[src/rtl/mrd_mem_pkt.sv]
// Purpose: shared state codes, stage-count type and frame limits for the mixed-radix DFT memory sequencer.
// Latency: n/a (types and constants only).
// Backpressure: n/a.
// Contents: state_t (Idle..Source codes seen on the fsm/fsm_r bus), NF_MAX, nstage_t, nf_vec_t.
package mrd_mem_pkt;

  localparam int NF_MAX = 6;
  localparam int BEAT_W = 12;

  // Codes are visible to the sink, rd/wr and source blocks, so they are fixed.
  typedef enum logic [2:0] {
    S_IDLE    = 3'd0,
    S_SINK    = 3'd1,
    S_WAIT_RD = 3'd2,
    S_RD      = 3'd3,
    S_WAIT_WR = 3'd4,
    S_SOURCE  = 3'd5
  } state_t;

  typedef logic [2:0] nstage_t;

  // Element 0 holds N1, element 5 holds N6.
  typedef logic [NF_MAX-1:0][2:0] nf_vec_t;

endpackage

[src/rtl/mrd_nstage_cnt.sv]
// Purpose: count leading nonzero radices in the Nf list (number of DFT stages).
// Latency: combinational.
// Backpressure: none.
// Ports: nf (in, radices N1..N6, 0 terminates the list), n_stg (out, 0..NF_MAX).
module mrd_nstage_cnt
  import mrd_mem_pkt::*;
(
  input  nf_vec_t nf,
  output nstage_t n_stg
);

  logic stop;

  // A zero entry ends the list; anything after it is ignored even if nonzero.
  always_comb begin
    n_stg = '0;
    stop  = 1'b0;
    for (int i = 0; i < NF_MAX; i++) begin
      if (!stop) begin
        if (nf[i] != 3'd0) begin
          n_stg = n_stg + nstage_t'(1);
        end else begin
          stop = 1'b1;
        end
      end
    end
  end

endmodule

[src/rtl/mrd_fsm_ctrl_p4.sv]
// Purpose: frame sequencer for the 4-sample/clk mixed-radix DFT memory engine (Sink -> N x (Wait_to_rd -> Rd -> Wait_wr_end) -> Source).
// Latency: 1 clk from any end pulse / eop to the state change; rd_start on the same edge as Rd entry.
// Backpressure: in_ready high only in Idle/Sink; input beats outside those states are not accepted.
// Ports: clk, rst_n (async active-low); in_sop/in_valid/in_eop/in_ready input framing; Nf, dftpts frame config
//        (sampled at sop); rd_end, wr_end, source_end completion pulses; fsm, fsm_r, stage_idx, rd_start,
//        frame_err, wdog_to status.
// Optional: define MRD_WDOG_EN to enable the per-state watchdog (WDOG_CYC cycles); otherwise wdog_to is 0.
module mrd_fsm_ctrl_p4
  import mrd_mem_pkt::*;
#(
  parameter int WAIT_RD  = 4,
  parameter int WDOG_CYC = 8191
) (
  input  logic        clk,
  input  logic        rst_n,
  input  logic        in_sop,
  input  logic        in_valid,
  input  logic        in_eop,
  output logic        in_ready,
  input  nf_vec_t     Nf,
  input  logic [11:0] dftpts,
  input  logic        rd_end,
  input  logic        wr_end,
  input  logic        source_end,
  output logic [2:0]  fsm,
  output logic [2:0]  fsm_r,
  output logic [2:0]  stage_idx,
  output logic        rd_start,
  output logic        frame_err,
  output logic        wdog_to
);

  localparam logic [7:0] WAIT_LAST = 8'(WAIT_RD - 1);

  state_t             state;
  nf_vec_t            nf_q;
  logic [9:0]         exp_beats;
  logic [BEAT_W-1:0]  beat_cnt;
  logic [BEAT_W-1:0]  beat_inc;
  logic [7:0]         wait_cnt;
  nstage_t            n_stg;
  logic               wd_hit;
  logic               unused_dft;

  // Beat length is counted in 4-sample beats, so the two LSBs never matter.
  assign unused_dft = ^dftpts[1:0];

  mrd_nstage_cnt u_nstage (
    .nf    (nf_q),
    .n_stg (n_stg)
  );

  assign beat_inc = (beat_cnt == {BEAT_W{1'b1}}) ? beat_cnt : beat_cnt + 1'b1;
  assign fsm      = state;
  assign in_ready = (state == S_IDLE) || (state == S_SINK);

`ifdef MRD_WDOG_EN
  localparam int WD_W = $clog2(WDOG_CYC + 1);

  logic [WD_W-1:0] wd_cnt;
  logic            leave;

  // Mirrors the exit conditions of the FSM so the counter restarts on every state change.
  always_comb begin
    leave = 1'b0;
    case (state)
      S_SINK:    leave = in_valid && in_eop;
      S_WAIT_RD: leave = (wait_cnt == WAIT_LAST);
      S_RD:      leave = rd_end;
      S_WAIT_WR: leave = wr_end;
      S_SOURCE:  leave = source_end;
      default:   leave = 1'b0;
    endcase
  end

  // Fires on the WDOG_CYC-th consecutive cycle spent in one non-Idle state.
  assign wd_hit = (state != S_IDLE) && (wd_cnt == WD_W'(WDOG_CYC - 1));

  always_ff @(posedge clk or negedge rst_n) begin
    if (!rst_n) begin
      wd_cnt  <= '0;
      wdog_to <= 1'b0;
    end else begin
      wdog_to <= wd_hit;
      if ((state == S_IDLE) || leave || wd_hit) begin
        wd_cnt <= '0;
      end else begin
        wd_cnt <= wd_cnt + 1'b1;
      end
    end
  end
`else
  logic unused_wdog;

  assign unused_wdog = (WDOG_CYC == 0);
  assign wd_hit      = 1'b0;
  assign wdog_to     = 1'b0;
`endif

  always_ff @(posedge clk or negedge rst_n) begin
    if (!rst_n) begin
      state     <= S_IDLE;
      stage_idx <= '0;
      rd_start  <= 1'b0;
      frame_err <= 1'b0;
      beat_cnt  <= '0;
      wait_cnt  <= '0;
      nf_q      <= '0;
      exp_beats <= '0;
    end else begin
      rd_start <= 1'b0;
      if (wd_hit) begin
        state     <= S_IDLE;
        stage_idx <= '0;
        frame_err <= 1'b1;
      end else begin
        case (state)
          S_IDLE: begin
            if (in_sop && in_valid) begin
              state     <= S_SINK;
              nf_q      <= Nf;
              exp_beats <= dftpts[11:2];
              beat_cnt  <= BEAT_W'(1);
              frame_err <= 1'b0;
            end
          end
          // A second sop inside the frame is just another beat.
          S_SINK: begin
            if (in_valid) begin
              beat_cnt <= beat_inc;
              if (in_eop) begin
                wait_cnt <= '0;
                // Length mismatch is flagged but the frame still runs.
                if ((beat_inc != {2'b00, exp_beats}) || (n_stg == '0)) begin
                  frame_err <= 1'b1;
                end
                state <= (n_stg == '0) ? S_SOURCE : S_WAIT_RD;
              end
            end
          end
          S_WAIT_RD: begin
            if (wait_cnt == WAIT_LAST) begin
              state    <= S_RD;
              rd_start <= 1'b1;
            end else begin
              wait_cnt <= wait_cnt + 1'b1;
            end
          end
          // wr_end arriving with rd_end is dropped: the write-back it reports is not yet awaited.
          S_RD: begin
            if (rd_end) begin
              state <= S_WAIT_WR;
            end
          end
          S_WAIT_WR: begin
            if (wr_end) begin
              if (stage_idx == n_stg - nstage_t'(1)) begin
                state <= S_SOURCE;
              end else begin
                stage_idx <= stage_idx + 1'b1;
                wait_cnt  <= '0;
                state     <= S_WAIT_RD;
              end
            end
          end
          S_SOURCE: begin
            if (source_end) begin
              state     <= S_IDLE;
              stage_idx <= '0;
            end
          end
          default: begin
            state     <= S_IDLE;
            stage_idx <= '0;
          end
        endcase
      end
    end
  end

  always_ff @(posedge clk or negedge rst_n) begin
    if (!rst_n) begin
      fsm_r <= 3'd0;
    end else begin
      fsm_r <= state;
    end
  end

endmodule
[config.mk]
export PLATFORM = sky130hd
export DESIGN_NAME = mrd_fsm_ctrl_p4
export DESIGN_NICKNAME = d
export VERILOG_FILES = /design/src/rtl/mrd_mem_pkt.sv /design/src/rtl/mrd_nstage_cnt.sv /design/src/rtl/mrd_fsm_ctrl_p4.sv
export SDC_FILE = /design/constraint.sdc
export NUM_CORES = 1
export LEC_CHECK = 0
export BUFFER_PORTS_ARGS = -buffer_cell sky130_fd_sc_hd__buf_2
export CAP_MARGIN = 20
export CORE_ASPECT_RATIO = 0.7
export CORE_MARGIN = 1.5
export CORE_UTILIZATION = 57
export CTS_CLUSTER_SIZE = 12
export DETAILED_ROUTE_END_ITERATION = 8
export PLACE_DENSITY = 0.8
export SETUP_SLACK_MARGIN = 0.4
export SYNTH_ARGS = -nofsm -noshare
export SYNTH_HDL_FRONTEND = slang
export SYNTH_SLANG_ARGS = --single-unit
export TNS_END_PERCENT = 10
[constraint.sdc]
create_clock -name clk -period 6 [get_ports clk]
set_input_delay 0.3 -clock clk [delete_from_list [all_inputs] [get_ports clk]]
set_output_delay 0.3 -clock clk [all_outputs]
set_load 0.005 [all_outputs]
# After elaboration in Yosys (flattened, before gate mapping)

Index checks and enable logic that the tools add are counted.

Add/subtract/negate cells: 9
Equal/unequal tests: 19
Multiplexer cells: 50
Bitwise logic cells: 1
Reduce and logical (&&, ||, !) cells: 20

Operators by type and width:

| cell                                                                  | number |
|---|---|
| 3-bit two-way mux                                                     | 21 |
| 8-bit two-way mux                                                     | 5 |
| 12-bit two-way mux                                                    | 3 |
| 12-bit one-hot mux with 2 select lines                                | 1 |
| 8-bit one-hot mux with 3 select lines                                 | 1 |
| 3-bit nonzero test                                                    | 7 |
| 3-bit by 1-bit adder with 3-bit output, second input constant         | 6 |
| 3-bit one-hot mux with 6 select lines                                 | 1 |
| 1-bit two-way mux                                                     | 16 |
| 2-bit != test, second input constant                                  | 8 |
| 12-bit by 1-bit adder with 12-bit output, second input constant       | 1 |
| 12-bit equality test, second input constant                           | 1 |
| 12-bit by 10-bit != test with 1-bit output                            | 1 |
| 3-bit one-hot mux with 3 select lines                                 | 1 |
| 8-bit by 1-bit adder with 8-bit output, second input constant         | 1 |
| 8-bit by 2-bit equality test with 1-bit output, second input constant | 1 |
| 7-bit AND reduction                                                   | 1 |
| 3-bit by 2-bit equality test with 1-bit output, second input constant | 2 |
| 3-bit equality test, second input constant                            | 2 |
| 3-bit zero test                                                       | 2 |
| 6-bit AND reduction                                                   | 1 |
| 5-bit AND reduction                                                   | 1 |
| 2-bit by 1-bit != test with 1-bit output, second input constant       | 2 |
| 4-bit AND reduction                                                   | 1 |
| 11 further kinds                                                      | 12 |

Register bits after elaboration: 59
Input bits: 38
Output and inout port bits: 13
Word-level logic and storage cells: 113

# Depth between registers and ports, before layout

Gate-level depths: netlist of the first run.

Word-level depth: 23
Gate-level depth with buffers: 22
Depth with buffers taken out: 22

# Modules after synthesis

From an unflattened synthesis of the first run, not the netlist that was laid out.

Cell total of the unflattened synthesis: 350
Area, all modules: 3,384.5 um^2

Modules (own cells, without submodules):

| module          | times used | cells each | area each (um^2) | sequential area each (um^2) |
|---|---|---|---|---|
| mrd_fsm_ctrl_p4 | 1          | 313        | 3,141.8          | 1,476.4 |
| mrd_nstage_cnt  | 1          | 37         | 242.7            | 0.0 |

# Worst setup path before layout of the first run

Ideal clock, no wire load.

Kind: reg-to-reg
Start point: reg nf_q[1] (netlist bit)
End point: reg stage_idx[0]
Setup time: 0.125 ns
Arrival: 4.048 ns
Data required time: 5.875 ns
Slack: 1.828 ns
Stages on the path, launching flop included: 22
Buffers on the path: 0
Clock period less this slack: 4.172 ns
Cells stage by stage: dfrtp_1 or3_1 nand2_1 inv_1 ha_1 nor2_1 nor2_1 ha_1 mux2i_1 a21oi_1 ha_1 inv_1 or3_1 a21oi_2 mux2i_1 ha_1 xnor2_1 nor3_4 nand2_1 a21o_4 nand3_2 mux2_2

Cells in the longest elaborated chain, start to end: 21
Elaborated cells between the ends (all ways): 27
Those cells by class: 6 x add/sub; 2 x eq/ne; 17 x mux; 2 x reduce/logical

RTL lines:

| what                                          | RTL line               | RTL |
|---|---|---|
| start: declaration                            | mrd_fsm_ctrl_p4.sv:36  | `nf_vec_t nf_q;` |
| start signal: assignment                      | mrd_fsm_ctrl_p4.sv:121 | `nf_q <= Nf;` |
| 3-bit nonzero test *                          | mrd_nstage_cnt.sv:20   | `if (nf[i] != 3'd0) begin` |
| 1-bit two-way mux                             | mrd_nstage_cnt.sv:20   |  |
| 3-bit by 1-bit adder with 3-bit output        | mrd_nstage_cnt.sv:21   | `n_stg = n_stg + nstage_t'(1);` |
| 3-bit two-way mux                             | mrd_nstage_cnt.sv:20   |  |
| 3-bit two-way mux                             | mrd_nstage_cnt.sv:19   | `if (!stop) begin` |
| 3-bit by 1-bit adder with 3-bit output        | mrd_nstage_cnt.sv:21   |  |
| 3-bit two-way mux                             | mrd_nstage_cnt.sv:20   |  |
| 3-bit two-way mux                             | mrd_nstage_cnt.sv:19   |  |
| [5 not listed]                                | --                     |  |
| 3-bit two-way mux                             | mrd_nstage_cnt.sv:19   |  |
| 3-bit by 1-bit adder with 3-bit output        | mrd_nstage_cnt.sv:21   |  |
| 3-bit two-way mux                             | mrd_nstage_cnt.sv:20   |  |
| 3-bit two-way mux *                           | mrd_nstage_cnt.sv:19   |  |
| 3-bit by 1-bit subtractor with 3-bit output * | mrd_fsm_ctrl_p4.sv:157 | `if (stage_idx == n_stg - nstage_t'(1)) begin` |
| 3-bit equality test *                         | mrd_fsm_ctrl_p4.sv:157 |  |
| 2-bit != test (no line) *                     | --                     |  |
| 4-bit AND reduction (no line) *               | --                     |  |
| end signal: assignment                        | mrd_fsm_ctrl_p4.sv:160 | `stage_idx <= stage_idx + 1'b1;` |
| end: declaration                              | mrd_fsm_ctrl_p4.sv:27  | `output logic [2:0] stage_idx,` |

Mark *: on every way between the ends. The rest lies on a longest branch, timed or not.
A chain may end at the register's enable or synchronous reset.

# Worst setup path after layout of the first run

Start point: reg nf_q[1] (netlist bit)
End point: reg frame_err

Cells in the longest elaborated chain, start to end: 21
Elaborated cells between the ends (all ways): 27
Those cells by class: 5 x add/sub; 1 x eq/ne; 17 x mux; 4 x reduce/logical

RTL lines:

| what                                                 | RTL line               | RTL |
|---|---|---|
| 3-bit nonzero test *                                 | mrd_nstage_cnt.sv:20   |  |
| 1-bit two-way mux                                    | mrd_nstage_cnt.sv:20   |  |
| 3-bit by 1-bit adder with 3-bit output               | mrd_nstage_cnt.sv:21   |  |
| 3-bit two-way mux                                    | mrd_nstage_cnt.sv:20   |  |
| 3-bit two-way mux                                    | mrd_nstage_cnt.sv:19   |  |
| 3-bit by 1-bit adder with 3-bit output               | mrd_nstage_cnt.sv:21   |  |
| 3-bit two-way mux                                    | mrd_nstage_cnt.sv:20   |  |
| 3-bit two-way mux                                    | mrd_nstage_cnt.sv:19   |  |
| [5 not listed]                                       | --                     |  |
| 3-bit two-way mux                                    | mrd_nstage_cnt.sv:19   |  |
| 3-bit by 1-bit adder with 3-bit output               | mrd_nstage_cnt.sv:21   |  |
| 3-bit two-way mux                                    | mrd_nstage_cnt.sv:20   |  |
| 3-bit two-way mux *                                  | mrd_nstage_cnt.sv:19   |  |
| 3-bit zero test *                                    | mrd_fsm_ctrl_p4.sv:134 | `if ((beat_inc != {2'b00, exp_beats}) \|\| (n_stg == '0)) begin` |
| 1-bit logical OR *                                   | mrd_fsm_ctrl_p4.sv:134 |  |
| 2-bit by 1-bit != test with 1-bit output (no line) * | --                     |  |
| 5-bit AND reduction (no line) *                      | --                     |  |
| end signal: assignment                               | mrd_fsm_ctrl_p4.sv:115 | `frame_err <= 1'b1;` |
| end signal: assignment                               | mrd_fsm_ctrl_p4.sv:124 | `frame_err <= 1'b0;` |
| end signal: assignment                               | mrd_fsm_ctrl_p4.sv:135 | `frame_err <= 1'b1;` |
| end: declaration                                     | mrd_fsm_ctrl_p4.sv:29  | `output logic frame_err,` |

Marks and branches as above.

==> results of run 1 <==
[area by class of cell]
type / count / area (um^2) / share of cell area (%)
well taps: 75 / 93.8 / 2.40
clock inverters: 3 / 15.0 / 0.384
multi-input cells: 267 / 1890 / 48.4
repair buffers: 49 / 250 / 6.40
inverters: 10 / 37.5 / 0.960
flip-flops and latches: 59 / 1480 / 37.7
clock buffers: 12 / 145 / 3.71
[cell families after synthesis]
group,share of synthesized area (%)
simple gates,18.5
compound gates,17.7
other cells,0.107
flops,42.2
mux,11.7
xor+xnor,3.26
fa+ha+maj,2.86
buf+inv,3.58
[power breakdown]
| part | switching, uW | leakage, uW | internal, uW |
|---|---|---|---|
| Sequential | 154 | 0.000747 | 546 |
| Clock | 151 | 0.0000860 | 157 |
| Combinational | 527 | 0.000915 | 480 |
[stage by stage]
step	util (%)	std cells	total power (uW)
floorplan	-	351	1480
global placement	64.5	460	1660
detailed placement	64.5	460	1710
CTS	67.3	475	2020
global route	67.3	475	2190
finish	67.3	475	2010
[metal layers]
metal	vias to the layer above	GRT usage [%]
met2	104	36.0
met3	15	8.44
met5	-	0
met4	0	8.51
li1	1387	-
met1	1354	34.0
[worst min-delay path by stage]
stage          cells past startpoint  slack, ps            to    start
6_report                           2        110  exp_beats[8]    rst_n
5_1_grt                            2        170  exp_beats[8]    rst_n
4_1_cts                            2        140      fsm_r[2]    rst_n
3_5_place_dp                       1        490       nf_q[1]  nf_q[1]
3_3_place_gp                       1        480       nf_q[0]  nf_q[0]
2_1_floorplan                      0          4   beat_cnt[0]    rst_n
[layout by cell type, fill, tap and decap left out, types with 2 or more instances in the layout]
master,instances
a21o_4,2
a21oi_1,27
a22o_1,4
a22oi_1,2
a31oi_1,9
a41oi_1,5
and3_1,5
buf_2,47
buf_4,2
clkbuf_1,2
clkbuf_8,10
clkinv_2,3
dfrtp_1,59
ha_1,8
inv_1,9
mux2_2,31
mux2i_1,6
nand2_1,21
nand2b_1,6
nand3_1,8
nand3_2,2
nand3b_1,2
nand4_1,2
nand4b_1,4
nor2_1,33
nor2b_1,2
nor3_1,11
nor4_1,3
nor4b_1,3
o211ai_1,4
o211ai_2,2
o21a_1,4
o21ai_0,19
o21ai_1,2
or3_1,4
xnor2_1,12
[state kept, by name (all words and copies together) (netlist names)]
signal and count:
nf_q 18, beat_cnt 12, exp_beats 10, wait_cnt 8
fsm 3, fsm_r 3, stage_idx 3, frame_err 1
rd_start 1
[cells in the mapped netlist, types with 3 or more instances]
master | number | area share [%]
o211ai_1 | 4 | 0.86
dfrtp_1 | 59 | 42
and3_1 | 5 | 0.90
o21ai_0 | 19 | 2.7
nand2b_1 | 6 | 1.1
a22o_1 | 4 | 1.0
nand4b_1 | 4 | 1.0
ha_1 | 8 | 2.9
nor4b_1 | 3 | 0.75
a41oi_1 | 5 | 1.3
nor3_1 | 11 | 1.6
buf_2 | 6 | 0.86
or3_1 | 4 | 0.72
nor2_1 | 33 | 3.5
nand3_1 | 8 | 1.1
o21a_1 | 4 | 0.86
clkbuf_1 | 3 | 0.32
nand2_1 | 21 | 2.3
inv_1 | 9 | 0.97
a31oi_1 | 9 | 1.6
xnor2_1 | 12 | 3.0
mux2_2 | 31 | 10
nor4_1 | 3 | 0.54
mux2i_1 | 6 | 1.7
a21oi_1 | 27 | 3.9
[critical path: stages (launching register included)]
cell,delay (ps)
dfrtp_1,370
or3_1,490
nand2_1,170
inv_1,90
ha_1,320
nor2_1,110
nor2_1,50
ha_1,280
mux2i_1,80
a21oi_1,240
ha_1,170
inv_1,40
or3_1,360
a21oi_2,160
mux2i_1,90
ha_1,230
nor4b_1,470
nand2_1,110
nand4b_1,190
nor4_1,360
a31oi_1,150
==> results.json, run 1 <==
{
  "fmaxAchievable_mhz": 214,
  "wl_per_cell_um": 15.9,
  "die_y_um": 68.5,
  "finalCriticalPeriod_ps": 4680,
  "finalHoldViolCount": 0,
  "worstPathArrival_ps": 4890,
  "cts_tree": "yes",
  "drt_pass1_iterations": 5,
  "fin_hold_ws_ps": 114,
  "vias_per_cell": 6.02,
  "seq_area_frac_synth_pct": 42.2,
  "grt_start_max_net_pins": 60,
  "min_period_over_period_pct": 78.1,
  "cts_sinks": 59,
  "grt_overflow": 0,
  "relSlewSlack_pct": 51.3,
  "io_pins": 51,
  "antenna_found_initial": 0,
  "startpoint": "nf_q[1]",
  "clkTransAtPathRegs_ps": 70,
  "crit_fanout": 5,
  "tns_ps": 0,
  "num_rows": 23,
  "drtIter0Drc": 285,
  "ir_drop_v": 0.000227,
  "routabilityCongestion": 0.946,
  "vias": 2860,
  "setup_viol": 0,
  "ys_seq_elements": 59,
  "wl_met1_um": 3620,
  "drc": 0,
  "hold_path_class": "in -> async",
  "start_util_pct": 60.1,
  "dr_wl_met3_um": 622,
  "reg2reg_slack_ps": 1320,
  "ff2ff_path_depth": 20,
  "highest_layer": "met4",
  "ctsResizeCount": 0,
  "holdBufCountCts": 0,
  "rsz0062_at_grt": "no",
  "pre_cts_ws_ps": 1390,
  "drt_wl_total_um": 7580,
  "crit_required_ps": 6200,
  "synth_area_mm2": 0.00349,
  "insertion_delay_ps": 340,
  "crit_path_end_kind": "flip-flop",
  "nFillCells": 478,
  "post_cts_buffers": 0,
  "maxCapViolCount": 0,
  "die-area_mm2": 0.00662,
  "syn_inst": 351,
  "syn-num-nets": 397,
  "wl_met2_um": 3220,
  "path_class": "reg -> reg",
  "synth_edf_count": 0,
  "core_mm2": 0.00581,
  "endpoint": "frame_err",
  "slew_violations": 0,
  "grt_pass1_wl_um": 12200,
  "placed_area_mm2": 0.00375,
  "synthDistinctLibCells": 62,
  "ctsLongestPathBuffers": 2,
  "fp.dieW_um": 96.6,
  "place.detailed.hpwl_um": 5470,
  "r2r-end": "frame_err",
  "synth_area_per_cell_um2": 9.96,
  "status": "finished clean",
  "numPortBuffers": 47,
  "fin_skew_ps": 7.28,
  "tightest_slew_ps": 731,
  "area_delta_synth_final_pct": 11.9,
  "start_kind": "flip-flop",
  "htreeDepth": 3,
  "fin_nets": 442,
  "power_density_mw_per_mm2": 515,
  "final_antenna_net_count": 0,
  "stdcell_area_mm2": 0.00391,
  "root_buffer": "clkbuf_8",
  "cts_buffers": 9,
  "async_reset_ff_share_pct": 100,
  "synthFlopType": "dfrtp_1",
  "leakagePower_uw": 0.00175,
  "grtUsageTotal_pct": 24.6,
  "layout-drive-gt1-share_pct": 27.5,
  "fin_ws_ps": 1320,
  "r2r_start": "nf_q[1]",
  "antenna_cells": 0,
  "yosys_warnings": 0,
  "grt_pass1_vias": 2601
}
Power figures use the tool's default switching activity.
==> run 2, diff against run 1 <==
--- a/config.mk
+++ b/config.mk
@@ -5,6 +5,7 @@
 export SDC_FILE = /design/constraint.sdc
 export NUM_CORES = 1
 export LEC_CHECK = 0
+export ABC_AREA = 1
 export BUFFER_PORTS_ARGS = -buffer_cell sky130_fd_sc_hd__buf_2
 export CAP_MARGIN = 20
 export CORE_ASPECT_RATIO = 0.7
==> constraint.sdc (replaced) <==
create_clock -name clk -period 4.6 [get_ports clk]
set_input_delay 0.23 -clock clk [delete_from_list [all_inputs] [get_ports clk]]
set_output_delay 0.23 -clock clk [all_outputs]
set_load 0.005 [all_outputs]
==> results.json, run 2 <==
{
  "layout-drive-gt1-share_pct": 23.5,
  "setup_viol": 0,
  "num_rows": 23,
  "synth_edf_count": 0,
  "async_reset_ff_share_pct": 100,
  "cts_buffers": 9,
  "core_mm2": 0.00581,
  "fin_util_pct": 69.0,
  "wl_met1_um": 3750,
  "htreeDepth": 3,
  "area_delta_synth_final_pct": 14.6,
  "fp.dieW_um": 96.6,
  "cts_sinks": 59,
  "io_pins": 51,
  "drtIter0Drc": 275,
  "synth_common_cells": "118 x nand2_1, 59 x dfrtp_1, 41 x inv_1, 41 x nor2_1, 39 x nand3_1",
  "synth_top_family_by_area": "simple AND/OR/NAND/NOR gates",
  "drc": 0,
  "tns_ps": 0,
  "yosys.area.top_type": "dfrtp_1",
  "wl_met2_um": 3440,
  "grt_pass1_wl_um": 13200,
  "regMostFlops": "nf_q",
  "critical-path-top-delay-family": "simple AND/OR/NAND/NOR gates",
  "drt_wl_total_um": 7670,
  "start_util_pct": 60.2,
  "numPortBuffers": 47,
  "ir_drop_v": 0.000376,
  "synth_mux_area_share_pct": 6.44,
  "vias_per_cell": 5.33,
  "synth-compound-area-share_pct": 5.72,
  "largest_registers": "nf_q: 18 flops, beat_cnt: 12 flops, exp_beats: 10 flops",
  "root_buffer": "clkbuf_8",
  "synth_area_per_cell_um2": 8.02,
  "wl_per_cell_um": 13.6,
  "routabilityCongestion": 0.828,
  "p_switching_uw": 1220,
  "post_cts_buffers": 0,
  "place.detailed.hpwl_um": 5450,
  "clkTransAtPathRegs_ps": 70,
  "crit_chain": "nor2_1, nand2_1, nand2_1, inv_2, nand2_1, nand2_1, ha_1, o21ai_1, inv_1, ha_1, o21ai_0, nand2_1, nand2_1, inv_1, ha_1, a21oi_1, ha_1, ha_1, xnor2_1, nor2_2, nand4_4, nand2_2, nand2_1, nand2_1",
  "switching_share_pct": 43.2,
  "crit_required_ps": 4880,
  "p_clk_share_pct": 19.1,
  "synthXorXnorAreaFrac_pct": 2.25,
  "grtUsageTotal_pct": 25.4,
  "final_antenna_net_count": 0,
  "dr_wl_met3_um": 402,
  "yosys_warnings": 0,
  "crit_top_cell": "nand2_1",
  "hold_path_class": "in -> async",
  "path_class": "reg -> reg",
  "crit_fanout": 8,
  "maxCapViolCount": 0,
  "status": "finished clean",
  "seq_area_frac_synth_pct": 42.2,
  "grt_overflow": 0,
  "syn-num-nets": 482,
  "synth_area_mm2": 0.00350,
  "highest_layer": "met4",
  "ctsResizeCount": 0,
  "rsz0062_at_grt": "no",
  "synthDistinctLibCells": 41,
  "synth_top_area_share_pct": 42.2,
  "drt_pass1_iterations": 5,
  "fin_skew_ps": 12.8,
  "relSlewSlack_pct": 47.6,
  "seq_power_share_pct": 30.6,
  "synthAdderAreaFrac_pct": 2.86,
  "largest_reg_flops": 18,
  "slew_violations": 0,
  "synthFlopType": "dfrtp_1",
  "antenna_found_initial": 0,
  "power_density_mw_per_mm2": 706,
  "min_period_over_period_pct": 84.1,
  "crit_buf_inv": 3,
  "finalHoldViolCount": 0,
  "final_common_cell": "nand2_1",
  "antenna_cells": 0,
  "leakagePower_uw": 0.00201,
  "cts_tree": "yes",
  "synth-simple-area-share_pct": 33.5,
  "fin_nets": 532,
  "tightest_slew_ps": 786,
  "grt_start_max_net_pins": 60,
  "synth_most_common_cell": "nand2_1",
  "crit_slowest_cell": "dfrtp_1",
  "synth.area.top_cells": "dfrtp_1 42%, nand2_1 13%, nand3_1 5.6%",
  "syn_inst": 436,
  "ctsLongestPathBuffers": 2,
  "finalPower_uw": 2830,
  "pwr-share-comb_pct": 50.3,
  "worst_path_largest_cell_delay_ps": 380,
  "ys_seq_elements": 59,
  "crit_path_end_kind": "flip-flop",
  "fmaxAchievable_mhz": 258,
  "layout_common_cells": "118 x nand2_1, 59 x dfrtp_1, 47 x buf_2",
  "internal_power_uw": 1610,
  "grt_pass1_vias": 2831,
  "worstPathArrival_ps": 4150,
  "start_kind": "flip-flop",
  "holdBufCountCts": 0,
  "insertion_delay_ps": 350,
  "vias": 3011,
  "finalCriticalPeriod_ps": 3870,
  "die-area_mm2": 0.00662,
  "reg2reg_slack_ps": 730,
  "die_y_um": 68.5
}
run 2: changes by cell type in the layout (fill, tap and decap cells not counted), moves of 6 or more:
| cell | change |
|---|---|
| a21oi_1 | -13 |
| a31oi_1 | -9 |
| inv_1 | +32 |
| mux2_2 | -14 |
| mux2i_1 | -6 |
| nand2_1 | +97 |
| nand2_2 | +6 |
| nand2b_1 | -6 |
| nand3_1 | +31 |
| nor2_1 | +7 |
| o21ai_0 | -13 |
| o21ai_1 | +8 |
| xnor2_1 | -8 |
run 2: layer usage:
metal	global-route usage [%]	up-vias
met5	0	-
met4	6.88	0
met3	6.45	11
met2	41.1	79
met1	34.7	1410
li1	-	1511
run 2: cells by family (layout without fill, tap and decap cells):
group,count (synthesis),after routing
AND/OR/NAND/NOR,244,244
AO/OA/AOI/OAI,37,37
XOR/XNOR,9,9
adder cells (fa/ha/maj),8,8
multiplexers,20,20
buffers and inverters,58,112
flip-flops,59,59
other,1,1
run 2: metrics by stage:
step	setup slack [ps]	cells	hold WS (ps)	cell area, um^2
after floorplan	1170	436	-65.6	3500
final	731	565	32.1	4010
after global routing	432	565	103	4010
after global placement	889	550	426	3780
after detailed placement	722	550	433	3780
after CTS	666	565	65.3	4010
run 2: worst register-to-register path: stages, from the launching register on:
cell	delay, ps
dfrtp_1	380
nor2_1	170
nand2_1	70
nand2_1	100
inv_2	60
nand2_1	50
nand2_1	60
ha_1	270
o21ai_1	190
inv_1	70
ha_1	290
o21ai_0	180
nand2_1	80
nand2_1	80
inv_1	50
ha_1	290
a21oi_1	140
ha_1	170
ha_1	230
xnor2_1	140
nor2_2	180
nand4_4	200
nand2_2	210
nand2_1	80
nand2_1	60
run 2: layout make-up:
cell class                 count  area [um^2]
timing repair buffer          49          250
fill                         474         1800
tap                           75         93.8
inverter                      48          180
multi-input combinational    319         1780
sequential                    59         1480
clock inverter                 4         73.8
clock buffer                  11          151
run 2: final timing paths:
check	startpoint	end	cells past startpoint
setup / recovery	nf_q[4]	wait_cnt[2]	24
hold reg to reg	frame_err	frame_err	2
setup reg to reg	nf_q[4]	wait_cnt[2]	24
min in group clk	dftpts[10]	exp_beats[8]	2
hold / removal	rst_n	exp_beats[7]	2
max in group asynchronous	rst_n	beat_cnt[9]	2
run 2: power groups by stage:
stage               Combinational (uW)  Sequential (uW)  Clock [uW]
floorplan                         1100              821           0
global placement                  1300              859           0
detailed placement                1380              874           0
CTS                               1390              864         549
global route                      1630              890         575
finish                            1420              866         542
